### config.mk
export PLATFORM = sky130hd
export DESIGN_NAME = commit_safety_arbiter
export DESIGN_NICKNAME = d
export VERILOG_FILES = /design/src/rtl/commit_safety_arbiter.sv
export SDC_FILE = /design/constraint.sdc
export NUM_CORES = 1
export LEC_CHECK = 0
export CAP_MARGIN = 10
export CORE_ASPECT_RATIO = 1.25
export CORE_UTILIZATION = 44
export DETAILED_ROUTE_END_ITERATION = 16
export GPL_ROUTABILITY_DRIVEN = 0
export PLACE_DENSITY = 0.78
export SETUP_SLACK_MARGIN = 0.2
export SYNTH_ARGS = -nofsm -noshare
export SYNTH_HDL_FRONTEND = slang
export SYNTH_SLANG_ARGS = --single-unit
### constraint.sdc
create_clock -name clk -period 1.85 [get_ports clk]
set_input_delay 0.37 -clock clk [delete_from_list [all_inputs] [get_ports clk]]
set_output_delay 0.37 -clock clk [all_outputs]
set_load 0.005 [all_outputs]
### src/rtl/commit_safety_arbiter.sv
// Commit-safety gate: grants one requester at a time the right to perform an
// irreversible action, only when its tag matches the graduation-head tag.
// Eligible requesters are served round-robin and keep the grant until done,
// withdrawal or flush. A watchdog flags requesters stuck on a mismatched head.
//
// Handshake: a channel requests by holding req_valid_i high; once grant_o for
// that channel is high it may act, and it ends the grant with a one-cycle
// done_i pulse or by dropping req_valid_i. The grant falls on the next edge.
module commit_safety_arbiter #(
    parameter int NUM_REQ     = 2,
    parameter int TAG_W       = 8,
    parameter int CHECK_EN    = 1,
    parameter int STALL_LIMIT = 256
) (
    input  logic                     clk,
    input  logic                     rst,
    input  logic [NUM_REQ-1:0]       req_valid_i,
    input  logic [NUM_REQ*TAG_W-1:0] req_tag_i,
    input  logic                     head_valid_i,
    input  logic [TAG_W-1:0]         head_tag_i,
    input  logic [NUM_REQ-1:0]       done_i,
    input  logic                     flush_i,
    output logic [NUM_REQ-1:0]       grant_o,
    output logic                     busy_o,
    output logic                     stall_o
);

    localparam int PTR_W = (NUM_REQ > 1) ? $clog2(NUM_REQ) : 1;
    localparam int CNT_W = (STALL_LIMIT > 0) ? $clog2(STALL_LIMIT + 1) : 1;
    localparam logic [CNT_W-1:0] CNT_MAX  = CNT_W'(STALL_LIMIT);
    localparam logic [PTR_W-1:0] PTR_LAST = PTR_W'(NUM_REQ - 1);

    typedef enum logic {
        ST_IDLE    = 1'b0,
        ST_GRANTED = 1'b1
    } state_t;

    state_t             r_state;
    logic [NUM_REQ-1:0] r_grant;
    logic [PTR_W-1:0]   r_owner;
    logic [PTR_W-1:0]   r_rr_ptr;
    logic [CNT_W-1:0]   r_stall_cnt;
    logic               r_stall;

    state_t             w_state_nxt;
    logic [NUM_REQ-1:0] w_grant_nxt;
    logic [PTR_W-1:0]   w_owner_nxt;
    logic [PTR_W-1:0]   w_ptr_nxt;
    logic [CNT_W-1:0]   w_cnt_nxt;
    logic               w_stall_nxt;

    logic [NUM_REQ-1:0] w_elig;
    logic               w_found_hi;
    logic               w_found_any;
    logic [PTR_W-1:0]   w_win_hi;
    logic [PTR_W-1:0]   w_win_lo;
    logic [PTR_W-1:0]   w_winner;
    logic               w_release;

    // Per-channel eligibility: valid request whose tag matches the head (unless checking is off)
    always_comb begin
        w_elig = '0;
        for (int i = 0; i < NUM_REQ; i++) begin
            if (CHECK_EN != 0) begin
                w_elig[i] = req_valid_i[i] & head_valid_i &
                            (req_tag_i[i*TAG_W +: TAG_W] == head_tag_i);
            end else begin
                w_elig[i] = req_valid_i[i];
            end
        end
    end

    // Round-robin pick: lowest eligible index at/above rr_ptr, else lowest eligible overall (wrap)
    always_comb begin
        w_found_hi  = 1'b0;
        w_found_any = 1'b0;
        w_win_hi    = '0;
        w_win_lo    = '0;
        for (int i = NUM_REQ - 1; i >= 0; i--) begin
            if (w_elig[i]) begin
                w_found_any = 1'b1;
                w_win_lo    = PTR_W'(i);
                if (PTR_W'(i) >= r_rr_ptr) begin
                    w_found_hi = 1'b1;
                    w_win_hi   = PTR_W'(i);
                end
            end
        end
        w_winner = w_found_hi ? w_win_hi : w_win_lo;
    end

    // Grant ends when the owner reports done or withdraws its request
    always_comb begin
        w_release = done_i[r_owner] | ~req_valid_i[r_owner];
    end

    // Next-state logic: flush dominates, IDLE picks a winner, GRANTED waits for release
    always_comb begin
        w_state_nxt = r_state;
        w_grant_nxt = r_grant;
        w_owner_nxt = r_owner;
        w_ptr_nxt   = r_rr_ptr;
        w_cnt_nxt   = r_stall_cnt;
        if (flush_i) begin
            w_state_nxt = ST_IDLE;
            w_grant_nxt = '0;
            w_cnt_nxt   = '0;
        end else begin
            case (r_state)
                ST_IDLE: begin
                    if (w_found_any) begin
                        w_state_nxt = ST_GRANTED;
                        w_grant_nxt = NUM_REQ'(1) << w_winner;
                        w_owner_nxt = w_winner;
                        w_ptr_nxt   = (w_winner == PTR_LAST) ? '0 : w_winner + PTR_W'(1);
                        w_cnt_nxt   = '0;
                    end else if (|req_valid_i) begin
                        // Requests exist but none match the head: count toward the watchdog
                        w_cnt_nxt = (r_stall_cnt == CNT_MAX) ? r_stall_cnt
                                                              : r_stall_cnt + CNT_W'(1);
                    end else begin
                        w_cnt_nxt = '0;
                    end
                end
                ST_GRANTED: begin
                    w_cnt_nxt = '0;
                    if (w_release) begin
                        w_state_nxt = ST_IDLE;
                        w_grant_nxt = '0;
                    end
                end
                default: begin
                    w_state_nxt = ST_IDLE;
                    w_grant_nxt = '0;
                    w_cnt_nxt   = '0;
                end
            endcase
        end
        w_stall_nxt = (STALL_LIMIT != 0) && (w_cnt_nxt == CNT_MAX);
    end

    // State and output registers with synchronous reset
    always_ff @(posedge clk) begin
        if (rst) begin
            r_state     <= ST_IDLE;
            r_grant     <= '0;
            r_owner     <= '0;
            r_rr_ptr    <= '0;
            r_stall_cnt <= '0;
            r_stall     <= 1'b0;
        end else begin
            r_state     <= w_state_nxt;
            r_grant     <= w_grant_nxt;
            r_owner     <= w_owner_nxt;
            r_rr_ptr    <= w_ptr_nxt;
            r_stall_cnt <= w_cnt_nxt;
            r_stall     <= w_stall_nxt;
        end
    end

    assign grant_o = r_grant;
    assign busy_o  = (r_state == ST_GRANTED);
    assign stall_o = r_stall;

endmodule

== After elaboration in Yosys (flattened, before gate mapping) ==
Cells that the tools add are included.
Storage, ports and cells
  register bits after elaboration: 15
  bits of input ports: 32
  output and inout port bits: 4
  word-level logic and storage cells: 56
Cells by class
  add/subtract/negate cells: 2
  $lt $le $gt $ge: 3
  equality and inequality tests: 6
  shift-type cells: 1
  muxes and demuxes: 26
  bitwise logic cells: 8
  reductions and logical operators: 4
Operators with widths (number)
  $mux 9: 4
  $eq 9x9->1 const B: 2
  $pmux 9 s2: 1
  $mux 1: 17
  $eq 8x8->1: 2
  $add 9x1->9 const B: 1
  $and 1x1->1: 4
  $mux 2: 2
  $pmux 2 s2: 1
  $reduce_or 2->1: 2
  $not 1->1: 3
  $reduce_and 3->1: 1
  $ge 1x1->1 const A: 2
  $lt 1x2->1 const B: 1
  $ne 2x1->1 const B: 1
  $ne 2x2->1 const B: 1
  $pmux 1 s2: 1
  $reduce_and 2->1: 1
  $shl 1x1->2 const A: 1
  $add 1x1->1 const B: 1
  $or 1x1->1: 1

== Longest topological paths before layout ==
  depth after elaboration: 9
  depth in mapped cells: 7
  mapped depth without buffers: 7

== Least setup slack after synthesis ==
No wires, ideal clock.
  path kind: in2reg
  start point: input head_tag_i[6]
  end point: register r_rr_ptr
  setup time: 70 ps
  arrival time: 1507 ps
  required time: 1780 ps
  path slack: 273 ps
  stages on the path: 5
  buffers on the path: 0
  cell sequence: xor2_1 > nor4_2 > nand3_2 > or4_1 > a21oi_1
Between the ends
  word-level cells in the longest chain between the ends: 8
  elaborated cells between the ends (all ways): 16
  those cells by class: 1 x add/sub; 2 x eq/ne; 10 x mux; 2 x bitwise; 1 x reduce/logical
Ends and longest elaborated chain
  from (decl): RTL line 20  | input logic [TAG_W-1:0] head_tag_i,
  $eq 8x8->1: RTL line 66  | (req_tag_i[i*TAG_W +: TAG_W] == head_tag_i);
  $and 1x1->1: RTL line 65  | w_elig[i] = req_valid_i[i] & head_valid_i &
  $mux 1: RTL line 80  | if (w_elig[i]) begin
  $mux 1: RTL line 83  | if (PTR_W'(i) >= r_rr_ptr) begin
  $mux 1: RTL line 80
  $mux 1: RTL line 89  | w_winner = w_found_hi ? w_win_hi : w_win_lo;
  $add 1x1->1: RTL line 115  | w_ptr_nxt = (w_winner == PTR_LAST) ? '0 : w_winner + PTR_W'(1);
  $mux 1: RTL line 115
  to (signal assigned): RTL line 155  | r_rr_ptr <= w_ptr_nxt;
  to (decl): RTL line 41  | logic [PTR_W-1:0] r_rr_ptr;
Parallel ways exist; a longest one is shown, timed or not.
A chain may end at the register's enable or synchronous reset.

== Worst setup path after layout ==
  start point: input req_tag_i[0]
  end point: register r_rr_ptr
Between the ends
  word-level cells in the longest chain between the ends: 6
  elaborated cells between the ends (all ways): 10
  those cells by class: 1 x add/sub; 1 x eq/ne; 6 x mux; 1 x bitwise; 1 x reduce/logical
Ends and longest elaborated chain
  from (decl): RTL line 18  | input logic [NUM_REQ*TAG_W-1:0] req_tag_i,
  $eq 8x8->1 (*): RTL line 66
  $and 1x1->1 (*): RTL line 65
  $mux 1: RTL line 80
  $mux 1: RTL line 89
  $add 1x1->1: RTL line 115
  $mux 1: RTL line 115
Mark *: on every way between the ends. The rest lies on a longest branch, timed or not.

==> impl_summary.txt <==
----------------------------------------------------
[Power and ir drop]
  Power share of the clock group ... 29.1%
  Leakage component of the power ... 0.6870 nW
  Net load switching power ... 190.0 uW
  Share of total power consumed by net switching ... 27.22%
  Pwr/cell area ... 420.0 nW/um^2
  Peak supply drop ... 0.5239 mV
  Internal Dissipation ... 507.9 uW
  Proportion of power drawn by flip-flops and latches ... 47.1%
  Part of the total power dissipated in combinational logic ... 23.8%

[Timing]
  Sum of negative setup slack ... 0 ns
  Relative slew margins ... 71.44%
  WHS ... 0.5162 ns
  Min Tclk post-route ... 1.615 ns
  Post-Route Skew ... 0.005789 ns
  Highest attainable clock frequency ... 0.6192 GHz
  RSZ-0062 raised after global routing ... false
  Number of hold-slack violations in the final timing report ... 0
  Number of pins with negative max-slew slack in the final report ... 0
  Final setup viols ... 0
  Worst Tran Pin Value ... 0.4251 ns
  Final worst-path cycle share ... 87.30%

[Layout]
  Layout cells sized above 1 ... 28.32%
  Utilization of the core after routing ... 81.07%
  Final design instance area without fill ... 1662 um^2
  Area growth from synthesis to final layout ... 66.00%
  ANT cells ... 0
  Final net count ... 208
  Final cell count without fillers ... 203

[Clock tree]
  Root buffer cell ... sky130_fd_sc_hd__clkbuf_4
  Clock latency on the worst-skew pair ... 0.30 ns
  H-tree depth reported by CTS ... 1
  Total clock sinks ... 15
  TritonCTS clock tree ... yes
  Number of buffers inserted by hold repair at cts ... 0
  Clock edge transition at the registers on the reported setup and hold paths ... 0.10 ns
  Clock buffer depth ... 2
  Clock buffer count from CTS ... 3

[Placed design]
  Count of placed standard cells including taps ... 193
  Port Buffers ... 35
  Post-DP HPWL ... 1967 um
  Cell Area, Placed ... 1478 um^2

[Die]
  Die extent in y ... 55.33 um
  Effective utilization at floorplan ... 48.84%
  Std-Cell Rows ... 18
  Die width ... 44.66 um
  Core area ... 2049 um^2
  # IOs ... 36
  Die area ... 2471 um^2

[Yosys]
  Complex-gate fraction of the synthesized area ... 14.50%
  Prevailing post-synth register cell ... sky130_fd_sc_hd__dfxtp_1
  Synthesized instance count ... 117
  Area contributors post-synth ... sky130_fd_sc_hd__dfxtp_1 (30%), sky130_fd_sc_hd__xor2_1 (16%), sky130_fd_sc_hd__xnor2_1 (6.1%)
  Simple-gate share of the synthesized area ... 28.50%
  Syn Nets ... 151
  Largest area contributor in the synthesized netlist ... sky130_fd_sc_hd__dfxtp_1
  Mean post-synth cell area ... 8.555 um^2
  Count of different cell masters after synthesis ... 39
  Area share of fa/ha/maj cells after synthesis ... 2.500%
  Synth Area in XOR/XNOR ... 21.87%
  Largest family of logic cells by synthesized area ... simple AND/OR/NAND/NOR gates
  Commonest cells in the netlist ... sky130_fd_sc_hd__xor2_1 (18), sky130_fd_sc_hd__dfxtp_1 (15), sky130_fd_sc_hd__nor2_1 (13)
  Mapped Area ... 1001 um^2
  Seq cells post-synth ... 15
  Dominant cell by count in the synthesized netlist ... sky130_fd_sc_hd__xor2_1
  Number of synthesized flops with an enable pin ... 0
  Async SR Flop Fraction ... 0%
  Share of synthesized area spent on multiplexers ... 1.000%
  Yosys top cell area share ... 30.00%
  Yosys warnings ... 0
  Sequential cell area fraction in the yosys report ... 30.00%

[Worst setup path]
  Critical path required time ... 2.09 ns
  Startpoint-to-endpoint class of the critical path ... input pin to flop
  Biggest fanout along the worst timing path ... 4
  Worst Setup End Kind ... flop
  Arrival time at the worst endpoint ... 1.85 ns
  CP startpoint kind ... input pin

[Drt]
  Post-detailed-routing wire length ... 2876 um
  Final ANT Viol Nets ... 0
  Mean number of vias per cell ... 5.345
  Post-detailed-route wirelength per cell ... 14.17 um
  Count of vias placed by the detailed router ... 1,085
  Remaining DRCs ... 0
  1st-iter DRT viols ... 21
  Number of optimization iterations in the first detailed-route pass ... 7

[Flow run]
  Max-Cap Viols ... 0

[Global routing]
  Overall overflow remaining after global route ... 0
  Global-route usage over all layers ... 24.50%
  First-pass GRT wire length ... 4581 um
  Via count of the first global-routing pass ... 1,108
  Initial antenna violation count ... 0
  Pin count of the biggest net entering global routing ... 11

[Run status]
  Run status ... finished clean

[Min path]
  Hold WC Path Type ... flop to flop

----------------------------------------------------
[power by group through the flow]
| stage | clock (mW) | combinational, mW | sequential (mW) |
|---|---|---|---|
| after global placement | 0 | 0.148 | 0.335 |
| after CTS | 0.204 | 0.163 | 0.328 |
| final | 0.203 | 0.166 | 0.329 |
| after global routing | 0.218 | 0.178 | 0.329 |
| after floorplan | 0 | 0.0510 | 0.335 |
| after detailed placement | 0 | 0.152 | 0.335 |
[routing by layer]
metal  global-route usage, %  wire length, um
met5                       0                0
met3                   4.575              117
met2                   44.96             1625
met4                   10.39               82
met1                   25.71             1049
[stage by stage]
| stage | setup slack (ns) | power, mW |
|---|---|---|
| final | 0.2350 | 0.6979 |
| after global routing | 0.1803 | 0.7248 |
| after CTS | 0.1891 | 0.6951 |
| after detailed placement | -0.3816 | 0.4871 |
| after global placement | -0.3128 | 0.4836 |
| after floorplan | 0.2728 | 0.3855 |
[logic make-up after synthesis]
logic type,count (synthesis)
adder cells (fa/ha/maj),2
AND/OR/NAND/NOR,49
flip-flops,15
XOR/XNOR,25
multiplexers,1
AO/OA/AOI/OAI,21
buffers and inverters,4
[registers in the layout (all words and copies together) (netlist names)]
signal	count
grant_o	2
busy_o	1
r_owner	1
r_stall_cnt	9
stall_o	1
r_rr_ptr	1
[area by class of cell]
type,count,area [um^2]
clock buffer,3,22.52
clock inverter,1,7.507
fill,115,387.9
inverter,2,7.507
multi-input combinational,98,763.2
sequential,15,304.0
tap,30,37.54
timing repair buffer,54,519.2
[repair_timing]
| action | in CTS | in global routing |
|---|---|---|
| gates resized for setup | 32 | 17 |
| endpoints found under the setup margin | 15 | 12 |
| buffers inserted | 5 | 1 |
| pin swaps | 10 | 13 |
[layout by cell type (no fill, tap or decap), types with 2 or more instances in the layout]
master,count
sky130_fd_sc_hd__nor3_2,2
sky130_fd_sc_hd__buf_4,15
sky130_fd_sc_hd__dfxtp_2,3
sky130_fd_sc_hd__dfxtp_1,12
sky130_fd_sc_hd__dlymetal6s2s_1,7
sky130_fd_sc_hd__clkbuf_4,3
sky130_fd_sc_hd__buf_6,3
sky130_fd_sc_hd__clkdlybuf4s15_1,2
sky130_fd_sc_hd__a31oi_1,3
sky130_fd_sc_hd__nand2_1,6
sky130_fd_sc_hd__o21a_1,2
sky130_fd_sc_hd__clkdlybuf4s50_1,15
sky130_fd_sc_hd__xnor2_1,7
sky130_fd_sc_hd__nor2_1,12
sky130_fd_sc_hd__nand3_2,2
sky130_fd_sc_hd__nand2b_1,3
sky130_fd_sc_hd__nand3_1,4
sky130_fd_sc_hd__xor2_1,17
sky130_fd_sc_hd__nor4b_1,2
sky130_fd_sc_hd__dlygate4sd2_1,9
sky130_fd_sc_hd__a21oi_1,4
sky130_fd_sc_hd__and3_1,2
sky130_fd_sc_hd__inv_1,2
sky130_fd_sc_hd__nor3_1,2
[worst paths after layout]
check	depth (start not counted)	to	slack (ns)	start
worst min-delay path	2	grant_o[0]	0.52	grant_o[0]
worst max-delay path	6	r_rr_ptr	0.23	req_tag_i[0]
worst min register to register	2	grant_o[0]	0.52	grant_o[0]
worst max register to register	7	stall_o	0.27	r_stall_cnt[0]
[worst max-delay path: stages]
cell and delay, ns:
sky130_fd_sc_hd__clkdlybuf4s50_1 0.42, sky130_fd_sc_hd__xor2_1 0.18, sky130_fd_sc_hd__nor3_2 0.16, sky130_fd_sc_hd__nand3_2 0.13
sky130_fd_sc_hd__or4_4 0.44, sky130_fd_sc_hd__a21oi_2 0.16
No activity file was read; power rests on OpenSTA's default activity.
